--- src/rtl/regmap_uart_pkg.sv ---
// Shared definitions for the register-mapped UART transmitter:
// register word offsets, STATUS/CTRL bit positions and the FSM encoding.
package regmap_uart_pkg;

  localparam int ADDR_W = 14;

  localparam logic [ADDR_W-1:0] OFF_TXDATA  = 14'h0;
  localparam logic [ADDR_W-1:0] OFF_STATUS  = 14'h1;
  localparam logic [ADDR_W-1:0] OFF_CTRL    = 14'h2;
  localparam logic [ADDR_W-1:0] OFF_BAUDDIV = 14'h3;

  localparam int ST_FULL    = 0;
  localparam int ST_EMPTY   = 1;
  localparam int ST_BUSY    = 2;
  localparam int ST_OVF     = 3;
  localparam int ST_CNT_LSB = 4;

  localparam int CTRL_TX_EN = 0;
  localparam int CTRL_IE    = 1;

  typedef enum logic [1:0] {
    S_IDLE  = 2'd0,
    S_START = 2'd1,
    S_DATA  = 2'd2,
    S_STOP  = 2'd3
  } tx_state_e;

endpackage

--- src/rtl/regmap_uart_fifo.sv ---
// Byte FIFO for the UART transmitter; head entry is visible combinationally.
// Pointers carry one extra wrap bit so full and empty are distinguishable.
module regmap_uart_fifo #(
  parameter int DEPTH = 8
) (
  input  logic                     clk_i,
  input  logic                     reset,
  input  logic                     push,
  input  logic                     pop,
  input  logic [7:0]               wdata,
  output logic [7:0]               rdata,
  output logic                     full,
  output logic                     empty,
  output logic [$clog2(DEPTH):0]   count
);

  localparam int AW = $clog2(DEPTH);

  logic [7:0]  mem [DEPTH];
  logic [AW:0] wptr, rptr;
  logic        do_push, do_pop;

  assign empty   = (wptr == rptr);
  assign full    = (wptr[AW] != rptr[AW]) && (wptr[AW-1:0] == rptr[AW-1:0]);
  assign count   = wptr - rptr;
  assign rdata   = mem[rptr[AW-1:0]];
  assign do_pop  = pop && !empty;
  // A pop in the same cycle frees the slot, so a full FIFO may still accept.
  assign do_push = push && (!full || do_pop);

  always_ff @(posedge clk_i or negedge reset) begin
    if (!reset) begin
      wptr <= '0;
      rptr <= '0;
    end else begin
      if (do_push) wptr <= wptr + 1'b1;
      if (do_pop)  rptr <= rptr + 1'b1;
    end
  end

  always_ff @(posedge clk_i) begin
    if (do_push) mem[wptr[AW-1:0]] <= wdata;
  end

endmodule

--- src/rtl/regmap_uart_tx.sv ---
// Register-mapped 8N1 UART transmitter: reg file, read path, FIFO and bit FSM.
//   state | meaning
//   IDLE  | line high, waiting for tx_en and a queued byte
//   START | start bit (low) for one bit period
//   DATA  | eight data bits, LSB first
//   STOP  | stop bit (high); may chain straight into the next START
module regmap_uart_tx
  import regmap_uart_pkg::*;
#(
  parameter int          FIFO_DEPTH  = 8,
  parameter logic [15:0] DEFAULT_DIV = 16'd434
) (
  input  logic        clk_i,
  input  logic        reset,
  input  logic        reg_wen,
  input  logic [13:0] reg_waddr,
  input  logic [31:0] reg_wdata,
  input  logic        reg_ren,
  input  logic [13:0] reg_raddr,
  output logic [31:0] reg_rdata,
  output logic        uart_tx,
  output logic        tx_irq
);

  localparam int CW = $clog2(FIFO_DEPTH) + 1;

  logic [1:0]  ctrl_q;
  logic [15:0] baud_q;
  logic        ovf_q;

  logic        wr_txdata, wr_status, wr_ctrl, wr_baud;
  logic        fifo_pop, fifo_full, fifo_empty, push_drop;
  logic [7:0]  fifo_head;
  logic [CW-1:0] fifo_count;
  logic [31:0] count_ext;
  logic [3:0]  cnt_disp;
  logic [31:0] rd_next;
  logic        busy;
  logic        unused_wdata;

  tx_state_e   state_q, state_d;
  logic [15:0] bit_cnt_q;
  logic [2:0]  bit_idx_q;
  logic [7:0]  shift_q;
  logic        tx_q, tx_d;
  logic        load_bit, load_shift, shift_en, bit_end;

  assign wr_txdata = reg_wen && (reg_waddr == OFF_TXDATA);
  assign wr_status = reg_wen && (reg_waddr == OFF_STATUS);
  assign wr_ctrl   = reg_wen && (reg_waddr == OFF_CTRL);
  assign wr_baud   = reg_wen && (reg_waddr == OFF_BAUDDIV);
  assign push_drop = wr_txdata && fifo_full && !fifo_pop;
  assign unused_wdata = ^reg_wdata[31:16];

  regmap_uart_fifo #(.DEPTH(FIFO_DEPTH)) u_fifo (
    .clk_i (clk_i),
    .reset (reset),
    .push  (wr_txdata),
    .pop   (fifo_pop),
    .wdata (reg_wdata[7:0]),
    .rdata (fifo_head),
    .full  (fifo_full),
    .empty (fifo_empty),
    .count (fifo_count)
  );

  always_ff @(posedge clk_i or negedge reset) begin
    if (!reset) begin
      ctrl_q <= '0;
      baud_q <= DEFAULT_DIV;
      ovf_q  <= 1'b0;
    end else begin
      if (wr_ctrl) ctrl_q <= reg_wdata[1:0];
      if (wr_baud) baud_q <= reg_wdata[15:0];
      if (push_drop)                         ovf_q <= 1'b1;
      else if (wr_status && reg_wdata[ST_OVF]) ovf_q <= 1'b0;
    end
  end

  assign busy      = (state_q != S_IDLE);
  assign tx_irq    = ctrl_q[CTRL_IE] && fifo_empty && !busy;
  assign count_ext = 32'(fifo_count);
  assign cnt_disp  = (count_ext > 32'd15) ? 4'hF : count_ext[3:0];

  // CTRL and BAUDDIV forward a same-cycle write; STATUS shows pre-edge state.
  always_comb begin
    rd_next = '0;
    case (reg_raddr)
      OFF_STATUS: begin
        rd_next[ST_FULL]                 = fifo_full;
        rd_next[ST_EMPTY]                = fifo_empty;
        rd_next[ST_BUSY]                 = busy;
        rd_next[ST_OVF]                  = ovf_q;
        rd_next[ST_CNT_LSB+3:ST_CNT_LSB] = cnt_disp;
      end
      OFF_CTRL:    rd_next[1:0]  = wr_ctrl ? reg_wdata[1:0]  : ctrl_q;
      OFF_BAUDDIV: rd_next[15:0] = wr_baud ? reg_wdata[15:0] : baud_q;
      default:     rd_next = '0;
    endcase
  end

  always_ff @(posedge clk_i or negedge reset) begin
    if (!reset)       reg_rdata <= '0;
    else if (reg_ren) reg_rdata <= rd_next;
  end

  assign bit_end = (bit_cnt_q == 16'd0);

  always_ff @(posedge clk_i or negedge reset) begin
    if (!reset) state_q <= S_IDLE;
    else        state_q <= state_d;
  end

  always_comb begin
    state_d    = state_q;
    fifo_pop   = 1'b0;
    load_bit   = 1'b0;
    load_shift = 1'b0;
    shift_en   = 1'b0;
    tx_d       = tx_q;
    case (state_q)
      S_IDLE: begin
        tx_d = 1'b1;
        if (ctrl_q[CTRL_TX_EN] && !fifo_empty) begin
          fifo_pop   = 1'b1;
          load_shift = 1'b1;
          load_bit   = 1'b1;
          tx_d       = 1'b0;
          state_d    = S_START;
        end
      end
      S_START: begin
        if (bit_end) begin
          load_bit = 1'b1;
          tx_d     = shift_q[0];
          state_d  = S_DATA;
        end
      end
      S_DATA: begin
        if (bit_end) begin
          load_bit = 1'b1;
          if (bit_idx_q == 3'd7) begin
            tx_d    = 1'b1;
            state_d = S_STOP;
          end else begin
            shift_en = 1'b1;
            tx_d     = shift_q[1];
          end
        end
      end
      S_STOP: begin
        if (bit_end) begin
          if (ctrl_q[CTRL_TX_EN] && !fifo_empty) begin
            fifo_pop   = 1'b1;
            load_shift = 1'b1;
            load_bit   = 1'b1;
            tx_d       = 1'b0;
            state_d    = S_START;
          end else begin
            tx_d    = 1'b1;
            state_d = S_IDLE;
          end
        end
      end
      default: begin
        tx_d    = 1'b1;
        state_d = S_IDLE;
      end
    endcase
  end

  // Counter reloads from the live BAUDDIV at every bit start.
  always_ff @(posedge clk_i or negedge reset) begin
    if (!reset) begin
      tx_q      <= 1'b1;
      bit_cnt_q <= '0;
      bit_idx_q <= '0;
      shift_q   <= '0;
    end else begin
      tx_q <= tx_d;
      if (load_bit)              bit_cnt_q <= baud_q;
      else if (bit_cnt_q != 0)   bit_cnt_q <= bit_cnt_q - 1'b1;
      if (load_shift) begin
        shift_q   <= fifo_head;
        bit_idx_q <= '0;
      end else if (shift_en) begin
        shift_q   <= {1'b0, shift_q[7:1]};
        bit_idx_q <= bit_idx_q + 1'b1;
      end
    end
  end

  assign uart_tx = tx_q;

endmodule
--- config.mk ---
export PLATFORM = sky130hd
export DESIGN_NAME = regmap_uart_tx
export DESIGN_NICKNAME = d
export VERILOG_FILES = /design/src/rtl/regmap_uart_pkg.sv /design/src/rtl/regmap_uart_fifo.sv /design/src/rtl/regmap_uart_tx.sv
export SDC_FILE = /design/constraint.sdc
export NUM_CORES = 1
export LEC_CHECK = 0
export BUFFER_PORTS_ARGS = -buffer_cell sky130_fd_sc_hd__buf_2
export CORE_AREA = 2 2 110 112
export DETAILED_ROUTE_END_ITERATION = 8
export DIE_AREA = 0 0 112 114
export PLACE_DENSITY_LB_ADDON = 0.1
export SYNTH_ARGS = -nofsm -noshare
export SYNTH_HDL_FRONTEND = slang
export SYNTH_SLANG_ARGS = --single-unit
--- constraint.sdc ---
create_clock -name clk_i -period 5 [get_ports clk_i]
set_clock_uncertainty 0.05 [all_clocks]
set_input_delay 0.25 -clock clk_i [delete_from_list [all_inputs] [get_ports clk_i]]
set_output_delay 0.25 -clock clk_i [all_outputs]
set_load 0.05 [all_outputs]
# --- Word level (Yosys, flattened, before mapping) ---
# Memories as Yosys holds them, arrays and structs flattened.
# Index checks and enable logic that the tools add are counted.
totals:
  reg_bits: 73
  ramBits: 64
  input_bits: 64
  wordCells: 102
  memories: 1
op_classes:
  n_addsub: 5
  magnitude_cmp: 1
  eq_ne: 18
  muxes: 37
  n_reduce_logical: 29
memory_table:
  columns: ["name", "words", "word_bits", "read_ports", "rd_ports_with_merged_regs", "write_ports", "line_no", "text"]
  rows:
  - ["u_fifo.mem", 8, 8, 1, 0, 1, "regmap_uart_fifo.sv:19", "logic [7:0] mem [DEPTH];"]
op_table:
  columns: ["operator", "count"]
  rows:
  - ["$eq A14 B2 Y1 const B", 4]
  - ["$mux W16", 3]
  - ["$eq A14 B1 Y1 const B", 2]
  - ["$mux W8", 3]
  - ["$logic_not A16 Y1", 1]
  - ["$mux W1", 16]
  - ["$reduce_bool A16 Y1", 1]
  - ["$sub A16 B1 Y16 const B", 1]
  - ["$logic_not A14 Y1", 1]
  - ["$logic_and A1 B1 Y1", 13]
  - ["$mux W2", 6]
  - ["$pmux W6 S2", 1]
  - ["$ne A2 B2 Y1 const B", 5]
  - ["$add A4 B1 Y4 const B", 2]
  - ["$pmux W2 S4", 1]
  - ["$reduce_bool A2 Y1", 4]
  - ["$mux W3", 2]
  - ["$pmux W2 S3", 1]
  - ["$reduce_and A5 Y1", 1]
  - ["$eq A2 B2 Y1 const B", 2]
  - ["$eq A4 B4 Y1", 1]
  - ["$gt A4 B4 Y1 const B", 1]
  - ["$logic_not A1 Y1", 4]
  - ["$mux W4", 1]
  - ["other kinds (13)", 13]

# --- Logic depth before layout (Yosys ltp) ---
# Gate-level depths: netlist of run 1.
depth:
  ltp_word: 11
  ltp_mapped: 10
  mapped_depth_nobuf: 7

# --- By module ---
# A second synthesis of run 1 with hierarchy kept.
unflattened:
  hier_cells: 485
  area_unflattened_um2: 6481.2
by_module_without_submodules:
  columns: ["mod", "instances", "cells_per_inst", "area_per_inst_um2", "seq_area_each_um2"]
  rows:
  - ["regmap_uart_tx", 1, 317, 3528.4, 1634.1]
  - ["regmap_uart_fifo", 1, 168, 2952.8, 2122.0]

# --- Least setup slack after synthesis of run 1 ---
# OpenSTA, ideal clock, no wires.
synth_timing:
  path_kind: "reg-to-reg"
  start: "register u_fifo.rptr[1]"
  end: "memory u_fifo.mem[4][0] (enable)"
  setup_time_ps: 398
  arrival_ps: 3141
  required_time_ps: 4552
  path_slack_ps: 1411
  stages_incl_launch_ff: 10
  n_path_buf: 2
  period_less_slack_ps: 3589
  path_cell_list: "dfrtp_1 clkbuf_1 clkbuf_1 inv_1 ha_1 nand3_1 o21ai_1 nor2_1 a21oi_1 nor4b_1"
synth_via:
  elab_chain_len: 11
  word_cells_on_any_way: 14
  classes_between: "eq/ne (2); mux (5); reduce/logical (7)"
synth_lines:
  columns: ["element", "line_no", "text"]
  rows:
  - ["start: declaration", "regmap_uart_fifo.sv:20", "logic [AW:0] wptr, rptr;"]
  - ["start signal: assignment", "regmap_uart_fifo.sv:37", "if (do_pop) rptr <= rptr + 1'b1;"]
  - ["$eq A4 B4 Y1", "regmap_uart_fifo.sv:23", "assign empty = (wptr == rptr);"]
  - ["$logic_not A1 Y1", "regmap_uart_fifo.sv:27, regmap_uart_tx.sv:124, regmap_uart_tx.sv:153", null]
  - ["$logic_and A1 B1 Y1", "regmap_uart_tx.sv:124, regmap_uart_tx.sv:153", null]
  - ["$mux W1", "regmap_uart_tx.sv:124, regmap_uart_tx.sv:153", null]
  - ["$mux W1", "regmap_uart_tx.sv:152", "if (bit_end) begin"]
  - ["$pmux W1 S2", "regmap_uart_tx.sv:121", "case (state_q)"]
  - ["$logic_and A1 B1 Y1", "regmap_uart_fifo.sv:27", "assign do_pop = pop && !empty;"]
  - ["$logic_or A1 B1 Y1 *", "regmap_uart_fifo.sv:29", "assign do_push = push && (!full || do_pop);"]
  - ["$logic_and A1 B1 Y1 *", "regmap_uart_fifo.sv:29", null]
  - ["$mux W1 *", "regmap_uart_fifo.sv:42", "if (do_push) mem[wptr[AW-1:0]] <= wdata;"]
  - ["$mux W1 (implied by the code) *", "regmap_uart_fifo.sv:42", null]
  - ["end: declaration", "regmap_uart_fifo.sv:19", null]
# Mark *: on every way between the ends. The rest lies on a longest branch, timed or not.

# --- Final worst setup path of run 1 ---
layout_timing:
  start: "register u_fifo.rptr[1]"
  end: "register bit_cnt_q[11]"
layout_via:
  elab_chain_len: 7
  word_cells_on_any_way: 8
  classes_between: "eq/ne (1); mux (4); reduce/logical (3)"
layout_lines:
  columns: ["element", "line_no", "text"]
  rows:
  - ["$eq A4 B4 Y1 *", "regmap_uart_fifo.sv:23", null]
  - ["$logic_not A1 Y1 *", "regmap_uart_tx.sv:124, regmap_uart_tx.sv:153", null]
  - ["$logic_and A1 B1 Y1 *", "regmap_uart_tx.sv:124, regmap_uart_tx.sv:153", null]
  - ["$mux W1 *", "regmap_uart_tx.sv:124, regmap_uart_tx.sv:153", null]
  - ["$mux W1", "regmap_uart_tx.sv:152", null]
  - ["$pmux W1 S3 *", "regmap_uart_tx.sv:121", null]
  - ["$mux W16 / $reduce_bool A2 Y1 (equally long branches)", null, null]
  - ["end signal: assignment", "regmap_uart_tx.sv:181", "if (load_bit) bit_cnt_q <= baud_q;"]
  - ["end signal: assignment", "regmap_uart_tx.sv:182", "else if (bit_cnt_q != 0) bit_cnt_q <= bit_cnt_q - 1'b1;"]
  - ["end: declaration", "regmap_uart_tx.sv:42", "logic [15:0] bit_cnt_q;"]
# Marks and branches as above.
# A chain may end at the register's enable or synchronous reset.

==> impl_metrics.toml, run 1 <==
[run_status]
outcome = "completed"

[yosys]
avgSynthCellArea_sq_um = 13.03
synth_edf_count = 64
synthDistinctLibCells = 63
ys_seq_elements = 137
synth_top_cell_area_share = 0.2950
synth.top_cells.by_area = "edfxtp_1 (29%), dfrtp_1 (26%), mux4_2 (5.5%)"
ys.flop_type = "dfrtp_1"
synth_cells = 500
yosys_warnings = 0
synth_most_common_cell = "dfrtp_1"
netlist_area_sq_um = 6515
seq_area_frac_synth = 0.5765
synthTopCellsByCount = "dfrtp_1 (67), edfxtp_1 (64), mux2i_1 (26), nor2_1 (26)"
synth_largest_area_cell = "edfxtp_1"
async_reset_ff_frac = 0.5328

[timing]
finalCritPeriodShare = 0.6953
relSlewSlack = 0.1190
setup_viol = 0
fin_tns_setup_ns = 0
slew_violations = 0
period_minus_slack_ns = 3.477
worst_pin_slew_ns = 1.311
rsz0062_at_grt = "no"
hold_viol = 0
max_freq_mhz = 287.6

[worst_hold_path]
hp-class = "input port to flop"

[job]
drv_cap = 0

[placed_design]
place_congestion = 0.8618
port_buffers = 65
dp_hpwl_microns = 9559
placed_area_sq_um = 6943
placedCellCount = 701

[route]
finalWirelength_microns = 13820
ant_nets = 0
drt_iter0_drc = 282
drtPass1Iterations = 5
drc = 0
wl_per_cell_microns = 18.82
vias_per_cell = 5.850
vias = 4294

[power]
leakage_uw = 0.003123
fin_total_pwr_uw = 3129
ir_drop_mv = 0.2671
power_density_nw_per_um2 = 415.3

[cts]
clk_pin_slew_worst_paths_ns = 0.06
post_cts_buffers = 0
cts.sinks = 137
cts_made_buffers = 17
cts_max_level = 4
cts_tree = "yes"
clk_latency_ns = 0.43
cts-resized-gates = 0
cts_buffer_depth = 2
root_buffer = "clkbuf_16"
hold_buffers = 1

[die]
rows = 40
pin_count = 98
die_h_microns = 114
start_util = 0.5563
die_w_microns = 112
die-area_sq_um = 12770
placeableCoreArea_sq_um = 11710

[global_routing]
antenna_found_initial = 0
gr-total-overflow = 0
globalRouteTotalUtil = 0.2324
grt_max_degree = 61
grt_first_pass_wirelength_microns = 22360
grt_pass1_vias = 4296

[cells_and_area]
syn2layout_area_growth_pct = 15.63
nets = 653
final_cell_count_no_fill = 734
antenna_cells = 0
drive_above_1_share = 0.2658
stdcell_area_sq_um = 7533

[critical_path]
required_ns = 5.26
worstPathArrival_ns = 3.73
critical_path_class = "flop to flop"
cp_max_fo = 20
cp-start-kind = "flop"
end_kind = "flop"
-- state kept, by name (all words and copies together), names as in the netlist, 3 cells and up --
| name | flops |
|---|---|
| reg_rdata | 16 |
| baud_q | 16 |
| bit_cnt_q | 16 |
| u_fifo.wptr | 4 |
| bit_idx_q | 3 |
| u_fifo.rptr | 4 |
| shift_q | 8 |
| u_fifo.mem | 64 |
-- metal layers --
metal | global-route usage | part of all wire
met5 | 0 | 0
met4 | 0.09024 | 0.019
met3 | 0.05632 | 0.059
met2 | 0.3414 | 0.46
met1 | 0.3394 | 0.47
-- kinds of logic (layout without fill, tap and decap cells) --
kind of cell,Yosys count,count (layout),share of synthesized area
AOI/OAI and AO/OA,87,87,0.09103
xor gates and xnor gates,17,17,0.02285
adders and majority gates,15,15,0.02996
buffers and inverters,58,130,0.04609
DFF,137,137,0.5765
muxes,61,61,0.1281
other,1,16,0.0005756
and+or+nand+nor,124,124,0.1049
-- metrics by stage --
step | worst slack (ns) | hold WS (ns) | util
after floorplan | 1.411 | -0.09559 | -
after global placement | 1.656 | 0.1063 | 0.5928
after detailed placement | 1.563 | 0.1103 | 0.5928
after CTS | 1.565 | 0.009280 | 0.6433
after global routing | 1.261 | 0.02121 | 0.6433
final | 1.523 | 0.02370 | 0.6433
-- critical path: stages, from the launching register on --
cell,delay (ns)
dfrtp_1,0.96
inv_1,0.16
ha_1,0.36
nand3_1,0.28
o211ai_1,0.66
o21ai_1,0.52
a22o_1,0.37
-- layout make-up --
class / instances / area, sq um
Multi-Input combinational cell: 320 / 2520
Tap cell: 147 / 183.9
Fill cell: 924 / 4178
Timing Repair Buffer: 76 / 410.4
Clock buffer: 19 / 432.9
Sequential cell: 137 / 3756
Clock inverter: 13 / 147.6
Inverter: 22 / 82.58
-- worst paths after layout --
| check | startpoint | to | slack (ns) | cells past startpoint |
|---|---|---|---|---|
| max | u_fifo.rptr[1] | bit_cnt_q[11] | 1.52 | 6 |
| min | reg_wdata[10] | baud_q[10] | 0.02 | 2 |
| max reg2reg | u_fifo.rptr[1] | bit_cnt_q[11] | 1.52 | 6 |
| min reg2reg | u_fifo.rptr[3] | u_fifo.rptr[3] | 0.44 | 1 |
| max in group asynchronous | reset | u_fifo.wptr[0] | 3.63 | 3 |
| min in group asynchronous | reset | shift_q[5] | 0.20 | 2 |
-- power by group --
part	leakage (uW)	switching, uW	internal, uW
Sequential	0.00152	92.9	1270
Clock	0.000282	481	738
Combinational	0.00132	335	213
-- layout by cell type, fill, tap and decap left out, types with 7 or more instances in the layout --
cell type and n:
a21oi_1 14, a22o_1 7, buf_2 65, buf_4 10
clkbuf_16 17, conb_1 16, dfrtp_1 67, edfxtp_1 64
ha_1 14, inv_1 21, mux2_2 19, mux2i_1 26
mux4_2 16, nand2_1 14, nand3_1 21, nor2_1 26
nor3_1 14, nor4_1 10, o21ai_0 20, xnor2_1 10
xor2_1 7
Note: power is estimated with default switching activity, not from simulation.
==> run 2, diff against run 1 <==
- CORE_AREA: 2 2 110 112 -> 2 2 115 117
- DIE_AREA: 0 0 112 114 -> 0 0 117 119
- clock period: 5 -> 3.1 ns (I/O delays scaled with it)
==> impl_metrics.toml, run 2 (same netlist as run 1, synthesis figures left out) <==
[route]
drt_iter0_drc = 336
route.met3.wl_microns = 690
top_layer = "met4"
wl_met2_microns = 6919
drtPass1Iterations = 4
drt-met1-wl_microns = 6707
finalWirelength_microns = 14560
drc = 0
vias = 4468
wl_per_cell_microns = 18.53
vias_per_cell = 5.684
ant_nets = 0

[power]
pwr-share-comb = 0.179
pwr-share-seq = 0.424
pwr-share-clk = 0.397
p_sw_frac = 0.2883
intPower_uw = 3685
power_density_nw_per_um2 = 659.5
p_sw_uw = 1493
ir_drop_mv = 0.3679
leakage_uw = 0.003254

[critical_path]
worstPathArrival_ns = 3.12
ff2ff_setup_slack_ns = 0.27
cp-start-kind = "flop"
cpMostUsedCell = "o211ai_1"
cp_max_fo = 9
crit_slowest_cell = "a2111oi_0"
critical_path_class = "flop to flop"
critPathBufInv = 2
end_kind = "flop"
cp_slowest_stage_delay_ns = 0.90
cp_top_family = "compound AO/OA/AOI/OAI gates"
cp_cell_sequence = "inv_2 > ha_1 > nand3_1 > buf_4 > o211ai_1 > a2111oi_0 > o21ai_0 > o211ai_1"
required_ns = 3.39

[cts]
cts.sinks = 137
cts_tree = "yes"
clk_latency_ns = 0.42
root_buffer = "clkbuf_16"
clk_pin_slew_worst_paths_ns = 0.06
cts_buffer_depth = 2
cts-resized-gates = 0
post_cts_buffers = 0
cts_made_buffers = 17
cts_max_level = 4

[cells_and_area]
fillers = 1018
nets = 677
final_cell_count_no_fill = 786
layout_common_cells = "dfrtp_1 (67), buf_2 (64), edfxtp_1 (64)"
final_common_cell = "dfrtp_1"
antenna_cells = 0
syn2layout_area_growth_pct = 20.51
final_util = 0.6098
drive_above_1_share = 0.2934
largest_reg_flops = 64

[global_routing]
antenna_found_initial = 0
grt_pass1_vias = 4320
globalRouteTotalUtil = 0.2271
gr-total-overflow = 0
grt_first_pass_wirelength_microns = 23320
grt_max_degree = 74

[timing]
relSlewSlack = 0.3498
setup_viol = 0
hold_viol = 0
rsz0062_at_grt = "no"
max_freq_mhz = 353.5
fin_tns_setup_ns = 0
setup_ws_ns = 0.2708
period_minus_slack_ns = 2.829
finalCritPeriodShare = 0.9126
slew_violations = 0
worst_pin_slew_ns = 0.9508
whs_ns = 0.01610

[die]
pin_count = 98
rows = 42
die_w_microns = 117
placeableCoreArea_sq_um = 12870
die_h_microns = 119
die-area_sq_um = 13920
start_util = 0.5060

[placed_design]
port_buffers = 65
placedCellCount = 745
dp_slack_ns = 0.3438
place_congestion = 0.8892
dp_hpwl_microns = 10020

[job]
drv_cap = 0

[worst_hold_path]
hp-class = "input port to flop"

[run_status]
outcome = "completed"
run 2: metrics by stage:
stage	area, sq um	total power [uW]
after floorplan	6630	2874
after global placement	7152	3106
after detailed placement	7152	3119
after CTS	7851	5192
after global routing	7851	5397
final	7851	5178
run 2: metal layers:
metal,up-vias,GRT usage
li1,2065,-
met1,2225,0.3351
met2,158,0.3371
met3,20,0.04682
met4,0,0.07721
met5,-,0
run 2: final timing paths:
check / start / depth (start not counted) / endpoint
worst max-delay path: u_fifo.rptr[2] / 8 / bit_cnt_q[9]
worst min-delay path: reg_wdata[0] / 1 / u_fifo.mem[2][0]
worst max register to register: u_fifo.rptr[2] / 8 / bit_cnt_q[9]
worst min register to register: u_fifo.rptr[3] / 1 / u_fifo.rptr[3]
max in group asynchronous: reset / 2 / bit_cnt_q[2]
min in group asynchronous: reset / 2 / bit_cnt_q[15]
run 2: final cells by class:
cell class                      count  area, sq um  area share
Sequential cell                   137         3756      0.4784
Clock inverter                     13        170.2     0.02167
Timing Repair Buffer              100        615.6     0.07841
Inverter                           22        82.58     0.01052
Clock buffer                       18        429.2     0.05466
Multi-Input combinational cell    320         2577      0.3283
Tap cell                          176        220.2     0.02805
run 2: what timing repair did:
item                                   in CTS  in global routing
hold buffers                               10                  0
endpoints found under the hold margin      83                  0
setup endpoints to repair                   0                  0
run 2: worst reg2reg max path, stage by stage, from the launching register on:
cell and delay, ns:
dfrtp_1 0.41, inv_2 0.25, ha_1 0.34, nand3_1 0.14
buf_4 0.17, o211ai_1 0.14, a2111oi_0 0.90, o21ai_0 0.22
o211ai_1 0.14
run 2: power groups by stage:
stage,sequential (uW),combinational [uW],clock (uW)
after floorplan,2240,638,0
after global placement,2220,887,0
after detailed placement,2220,896,0
after CTS,2190,915,2090
after global routing,2220,1030,2150
final,2190,929,2050
